File: src/rtl/adder_display_pkg.sv
// Shared types and constants for the adder result display: FSM states and
// active-low seven-segment patterns (bit order gfedcba).
package adder_display_pkg;

  typedef enum logic [1:0] {
    ST_BLANK = 2'd0,
    ST_SHOW  = 2'd1,
    ST_FLASH = 2'd2
  } state_t;

  localparam logic [6:0] SEG_0     = 7'h40;
  localparam logic [6:0] SEG_1     = 7'h79;
  localparam logic [6:0] SEG_2     = 7'h24;
  localparam logic [6:0] SEG_3     = 7'h30;
  localparam logic [6:0] SEG_4     = 7'h19;
  localparam logic [6:0] SEG_5     = 7'h12;
  localparam logic [6:0] SEG_6     = 7'h02;
  localparam logic [6:0] SEG_7     = 7'h78;
  localparam logic [6:0] SEG_BLANK = 7'h7F;

  function automatic logic [7:0] sat_inc8(input logic [7:0] v);
    return (v == 8'hFF) ? v : v + 8'd1;
  endfunction

endpackage

File: src/rtl/seg7_decode.sv
// Combinational 3-bit value to active-low seven-segment pattern.
module seg7_decode
  import adder_display_pkg::*;
(
  input  logic [2:0] value,
  output logic [6:0] seg_n
);

  always_comb begin
    seg_n = SEG_BLANK;
    unique case (value)
      3'd0: seg_n = SEG_0;
      3'd1: seg_n = SEG_1;
      3'd2: seg_n = SEG_2;
      3'd3: seg_n = SEG_3;
      3'd4: seg_n = SEG_4;
      3'd5: seg_n = SEG_5;
      3'd6: seg_n = SEG_6;
      3'd7: seg_n = SEG_7;
      default: seg_n = SEG_BLANK;
    endcase
  end

endmodule

File: src/rtl/adder_result_display.sv
// Shows the Nios adder result on a seven-segment digit and flashes it
// for a fixed number of half-periods whenever the value changes.
module adder_result_display
  import adder_display_pkg::*;
#(
  parameter int BLINK_CYCLES  = 12500000,
  parameter int FLASH_TOGGLES = 6
) (
  input  logic       clk,
  input  logic       reset_n,
  input  logic [2:0] value_in,
  input  logic       enable,
  output logic [6:0] hex_n,
  output logic       led_changed,
  output logic [7:0] update_count
);

  localparam int BW = (BLINK_CYCLES > 1) ? $clog2(BLINK_CYCLES) : 1;
  localparam int TW = $clog2(FLASH_TOGGLES + 1);
  localparam logic [BW-1:0] BLINK_LAST = BW'(BLINK_CYCLES - 1);
  localparam logic [TW-1:0] TOGGLE_END = TW'(FLASH_TOGGLES);

  state_t        state_reg, state_next;
  logic [2:0]    value_q;
  logic [2:0]    shown_reg, shown_next;
  logic          lit_reg, lit_next;
  logic [BW-1:0] blink_reg, blink_next;
  logic [TW-1:0] toggle_reg, toggle_next;
  logic [7:0]    count_reg, count_next;
  logic [TW-1:0] toggle_inc;
  logic          chg;
  logic [6:0]    seg_shown;

  assign chg        = (value_q != shown_reg);
  assign toggle_inc = toggle_reg + TW'(1);

  always_ff @(posedge clk or negedge reset_n) begin
    if (!reset_n) begin
      state_reg  <= ST_BLANK;
      value_q    <= 3'd0;
      shown_reg  <= 3'd0;
      lit_reg    <= 1'b0;
      blink_reg  <= '0;
      toggle_reg <= '0;
      count_reg  <= 8'd0;
    end else begin
      state_reg  <= state_next;
      value_q    <= value_in;
      shown_reg  <= shown_next;
      lit_reg    <= lit_next;
      blink_reg  <= blink_next;
      toggle_reg <= toggle_next;
      count_reg  <= count_next;
    end
  end

  always_comb begin
    state_next  = state_reg;
    shown_next  = shown_reg;
    lit_next    = lit_reg;
    blink_next  = blink_reg;
    toggle_next = toggle_reg;
    count_next  = count_reg;
    unique case (state_reg)
      ST_BLANK: begin
        // Track the input while blanked so re-enable shows it without a flash.
        shown_next  = value_q;
        lit_next    = 1'b0;
        blink_next  = '0;
        toggle_next = '0;
        if (enable) state_next = ST_SHOW;
      end
      ST_SHOW, ST_FLASH: begin
        if (!enable) begin
          state_next  = ST_BLANK;
          lit_next    = 1'b0;
          blink_next  = '0;
          toggle_next = '0;
        end else if (chg) begin
          state_next  = ST_FLASH;
          shown_next  = value_q;
          lit_next    = 1'b0;
          blink_next  = '0;
          toggle_next = '0;
          count_next  = sat_inc8(count_reg);
        end else if (state_reg == ST_FLASH) begin
          if (blink_reg == BLINK_LAST) begin
            blink_next  = '0;
            lit_next    = ~lit_reg;
            toggle_next = toggle_inc;
            if (toggle_inc == TOGGLE_END) begin
              state_next = ST_SHOW;
              lit_next   = 1'b1;
            end
          end else begin
            blink_next = blink_reg + BW'(1);
          end
        end
      end
      default: state_next = ST_BLANK;
    endcase
  end

  seg7_decode u_seg7_decode (
    .value (shown_reg),
    .seg_n (seg_shown)
  );

  assign hex_n = ((state_reg == ST_BLANK) || ((state_reg == ST_FLASH) && !lit_reg))
                 ? SEG_BLANK : seg_shown;
  assign led_changed  = (state_reg == ST_FLASH);
  assign update_count = count_reg;

endmodule

File: config.mk
export PLATFORM = sky130hd
export DESIGN_NAME = adder_result_display
export DESIGN_NICKNAME = d
export VERILOG_FILES = /design/src/rtl/adder_display_pkg.sv /design/src/rtl/seg7_decode.sv /design/src/rtl/adder_result_display.sv
export SDC_FILE = /design/constraint.sdc
export NUM_CORES = 1
export LEC_CHECK = 0
export CAP_MARGIN = 20
export CORE_MARGIN = 3
export CORE_UTILIZATION = 62
export DETAILED_ROUTE_END_ITERATION = 16
export GPL_TIMING_DRIVEN = 0
export HOLD_SLACK_MARGIN = 0.15
export PLACE_DENSITY = 0.82
export SYNTH_ARGS = -nofsm -noshare
export SYNTH_HDL_FRONTEND = slang
export SYNTH_SLANG_ARGS = --single-unit
File: constraint.sdc
create_clock -name clk -period 5.36 [get_ports clk]
set_input_delay 1.072 -clock clk [delete_from_list [all_inputs] [get_ports clk]]
set_output_delay 1.072 -clock clk [all_outputs]
set_load 0.02 [all_outputs]
# [Yosys cells after proc, flatten, opt, wreduce, memory -nomap -nowiden]
# Memories as Yosys holds them, arrays and structs flattened.
# Index checks and enable logic that the tools add are counted.
[word_totals] register_bits=44 romBits=56 output_inout_bits=16 word_cells=63 memories=1
[op_classes] addsub=3 n_eq_ne=12 muxes=27 n_bitwise=2 reduce_logical=11
[memory_table] memory="(no name shown)" words=8 width=7 read_ports=1 rd_clocked_by_memory_dff=0 wr=0 line_no="seg7_decode.sv:11" rtl="unique case (value)"
[ops] operator="24-bit two-way mux" count=4
[ops] operator="24-bit case mux with 2 select lines" count=1
[ops] operator="24-bit by 1-bit adder with 24-bit output, second input constant" count=1
[ops] operator="24-bit equality test, second input constant" count=1
[ops] operator="3-bit two-way mux" count=6
[ops] operator="2-bit two-way mux" count=6
[ops] operator="4-bit inequality test, second input constant" count=3
[ops] operator="3-bit case mux with 2 select lines" count=2
[ops] operator="8-bit by 1-bit adder with 8-bit output, second input constant" count=1
[ops] operator="8-bit equality test, second input constant" count=1
[ops] operator="4-bit AND reduction" count=2
[ops] operator="7-bit two-way mux" count=1
[ops] operator="2-bit inequality test, second input constant" count=3
[ops] operator="3-bit AND reduction" count=2
[ops] operator="1-bit two-way mux" count=5
[ops] operator="2-bit case mux with 2 select lines" count=1
[ops] operator="3-bit by 1-bit adder with 3-bit output, second input constant" count=1
[ops] operator="3-bit equality test, second input constant" count=1
[ops] operator="3-bit inequality test" count=1
[ops] operator="2-bit by 1-bit equality test with 1-bit output, second input constant" count=1
[ops] operator="2-bit equality test, second input constant" count=1
[ops] operator="2-bit zero test" count=1
[ops] operator="1-bit NOT" count=2
[ops] operator="1-bit case mux with 2 select lines" count=1
[ops] operator="6 further kinds" count=6

# [Depth between registers and ports, before layout]
[logic_depth] depth_word=8 depth_mapped=8

# [By module]
# A second synthesis with hierarchy kept.
[unflattened] cells_unflattened=283 hier_area_um2=2641.3
[by_module_without_submodules] mod="adder_result_display" instances=1 cells_each=265 area_per_inst_um2=2497.4 seq_area_each_um2=1101.1
[by_module_without_submodules] mod="seg7_decode" instances=1 cells_each=18 area_per_inst_um2=143.9 seq_area_each_um2=0.0

# [Least setup slack after synthesis]
# No wires, ideal clock.
[synth_timing] path_type="register to output" from="register state_reg[0]" to="output hex_n[3]" t_arrival_ps=1468 path_slack_ps=2820 path_stages_with_launch=6 path_buffers=0 cell_sequence="dfrtp_1 > inv_1 > ha_1 > a21oi_1 > a21boi_0 > o21ai_0"
[synth_via] elab_chain_cells=4
[synth_rtl] element="start: declaration" line_no="adder_result_display.sv:23" rtl="state_t state_reg, state_next;"
[synth_rtl] element="start signal: assignment" line_no="adder_result_display.sv:47" rtl="state_reg <= state_next;"
[synth_rtl] element="2-bit equality test"
[synth_rtl] element="named net led_changed" line_no="adder_result_display.sv:14" rtl="output logic led_changed,"
[synth_rtl] element="1-bit logical AND" line_no="adder_result_display.sv:109" rtl="assign hex_n = ((state_reg == ST_BLANK) || ((state_reg == ST_FLASH) && !lit_reg))"
[synth_rtl] element="1-bit logical OR" line_no="adder_result_display.sv:109"
[synth_rtl] element="7-bit two-way mux" line_no="adder_result_display.sv:110" rtl="? SEG_BLANK : seg_shown;"
[synth_rtl] element="end: declaration" line_no="adder_result_display.sv:13" rtl="output logic [6:0] hex_n,"
# The timed path passes the listed nets, and every way through them passes these cells.

# [Worst setup path in the final report]
[layout_timing] from="register state_reg[0]" to="output hex_n[3]"
[layout_via] elab_chain_cells=4
[layout_rtl] element="2-bit equality test" line_no="adder_result_display.sv:109"
[layout_rtl] element="1-bit logical AND" line_no="adder_result_display.sv:109"
[layout_rtl] element="1-bit logical OR *" line_no="adder_result_display.sv:109"
[layout_rtl] element="7-bit two-way mux *" line_no="adder_result_display.sv:110"
# Every way passes the cells marked *; elsewhere a longest branch is shown, timed or not.

==> impl_metrics.env <==
export IMPL_avgSynthCellArea_sq_um=9.69
export IMPL_finalHoldViolations=0
export IMPL_totalWireLength_microns=5160
export IMPL_postCtsSetupBuffers=0
export IMPL_area_growth_pct=16.0
export IMPL_drc_errors=0
export IMPL_worstMarginPinSlew_ns=0.606
export IMPL_ys_ff_latch=44
export IMPL_initial_core_util=0.671
export IMPL_crit_type="reg -> out"
export IMPL_skew_ns=0.00532
export IMPL_core_area_sq_mm=0.00380
export IMPL_largest_reg_flops=24
export IMPL_fin_nets=310
export IMPL_synthCells=263
export IMPL_status="finished clean"
export IMPL_antenna_left=0
export IMPL_slowest_delay_ns=0.55
export IMPL_gp_congestion=0.813
export IMPL_cp_slowest_cell="clkdlybuf4s50_1"
export IMPL_dieArea_sq_mm=0.00491
export IMPL_layout_common_cells="dfrtp_1, nand2_1, nor2_1, clkdlybuf4s50_1, xor2_1"
export IMPL_drv_slew=0
export IMPL_crit_buf_inv=2
export IMPL_timing_fmax_mhz=291
export IMPL_drtIter0Drc=146
export IMPL_ys_flop_type="dfrtp_1"
export IMPL_end_kind="primary output"
export IMPL_io_pins=22
export IMPL_synth_seq_area_share=0.432
export IMPL_post_cts_resized=0
export IMPL_grt_pass1_vias=1928
export IMPL_portBuffers=21
export IMPL_root_buffer="clkbuf_8"
export IMPL_vdd_drop_max_v=0.000312
export IMPL_viasPerCell=6.00
export IMPL_drive_gt1_frac=0.106
export IMPL_whs_ns=0.498
export IMPL_hp_class="reg -> reg"
export IMPL_first_pass_iters=5
export IMPL_synthDistinctLibCells=47
export IMPL_antenna_found_initial=0
export IMPL_crit_family="compound AO/OA/AOI/OAI gates"
export IMPL_dp_hpwl_microns=3770
export IMPL_required_ns=4.29
export IMPL_vias=2045
export IMPL_ys_async_sr_fraction=1.00
export IMPL_row_count=22
export IMPL_worst_setup_path_start_kind="register"
export IMPL_cts_buffers_inserted=5
export IMPL_rsz0062_at_grt="false"
export IMPL_cts_tree="built"
export IMPL_overflow=0
export IMPL_nFillCells=254
export IMPL_power_density_mw_per_mm2=421
export IMPL_maxCapViolCount=0
export IMPL_grt_pass1_wl_microns=9060
export IMPL_crit_fanout=5
export IMPL_layout_commonest_cell="dfrtp_1"
export IMPL_grt_max_degree=30
export IMPL_fin_crit_sh=0.641
export IMPL_p_leak_nw=1.23
export IMPL_syn_cell_area_sq_mm=0.00255
export IMPL_regArea_sq_mm=0.00110
export IMPL_worstPathArrival_ns=2.36
export IMPL_antennaDiodeCount=0
export IMPL_cts_hold_buf=0
export IMPL_clk_pin_slew_ns=0.08
export IMPL_synthesis_nets=281
export IMPL_worstSkewPairLatency_ns=0.30
export IMPL_cts_sinks=44
export IMPL_postLayoutCoreUtil=0.778
export IMPL_relSlewSlack=0.593
export IMPL_yosysWarnings=0
export IMPL_multi_input_area_sq_mm=0.00137
export IMPL_setup_viol=0
export IMPL_crit_chain="inv_1 > ha_1 > a21oi_1 > a21boi_0 > o21ai_0 > clkdlybuf4s50_1"
export IMPL_post_drt_wl_per_cell_microns=15.1
export IMPL_die_y_microns=70.1
export IMPL_htree_num_levels=2
export IMPL_cts_buffer_depth=2
export IMPL_synth_edf_count=0
export IMPL_die_w_microns=70.1
export IMPL_finalCriticalPeriod_ns=3.44
export IMPL_grt_usage=0.230
export IMPL_setup_tns_ns=0
-- final timing paths --
check                                startpoint              end  slack, ns  depth (start not counted)
worst max-delay path               state_reg[0]         hex_n[3]       1.92                          6
worst min-delay path            update_count[6]  update_count[6]       0.50                          1
worst max register to register     blink_reg[0]    blink_reg[12]       2.91                          7
worst min register to register  update_count[6]  update_count[6]       0.50                          1
max in group asynchronous               reset_n    blink_reg[11]       4.19                          2
min in group asynchronous               reset_n       value_q[0]       0.69                          1
-- layout make-up --
cell class	count	area share
sequential	44	0.373
tap	48	0.0203
multi-input combinational	201	0.465
clock inverter	2	0.0131
inverter	11	0.0140
clock buffer	6	0.0280
timing repair buffer	22	0.0762
buffer	7	0.0110
-- metal layers --
metal	global-route usage	routed length, microns	vias up
li1	-	-	990
met1	0.311	2400	992
met2	0.359	2430	52
met3	0.0561	216	11
met4	0.0872	116	0
met5	0	0	-
-- report_power, final --
group | internal [mW] | leakage, nW | switching, mW | total, mW
Combinational | 0.232 | 0.583 | 0.311 | 0.543
Sequential | 0.373 | 0.590 | 0.0571 | 0.430
Clock | 0.152 | 0.0614 | 0.118 | 0.271
-- synthesized netlist by cell type (7+ instances only) --
| master | count | area (sq um) |
|---|---|---|
| nor2_1 | 23 | 86.3 |
| dfrtp_1 | 44 | 1100 |
| nor3_1 | 7 | 35.0 |
| ha_1 | 12 | 150 |
| nand2_1 | 27 | 101 |
| o21ai_0 | 10 | 50.1 |
| or3_1 | 7 | 43.8 |
| nand3_1 | 11 | 55.1 |
| xor2_1 | 19 | 166 |
| nand4_1 | 12 | 75.1 |
| inv_1 | 11 | 41.3 |
| a21oi_1 | 10 | 50.1 |
-- per-stage QoR --
stage,cells,setup WS [ns],cell area [sq um],total power [mW]
finish,341,1.92,2950,1.24
global route,341,1.68,2950,1.33
CTS,341,1.89,2950,1.25
detailed placement,333,2.23,2830,0.980
global placement,332,2.06,2820,0.966
floorplan,263,2.82,2550,0.779
-- logic make-up after synthesis --
kind of cell	share of synthesized area
compound gates	0.106
xor+xnor	0.0982
fa+ha+maj	0.0589
buf+inv	0.0290
flops	0.432
mux	0.0260
simple gates	0.250
Power figures use the tool's default switching activity.
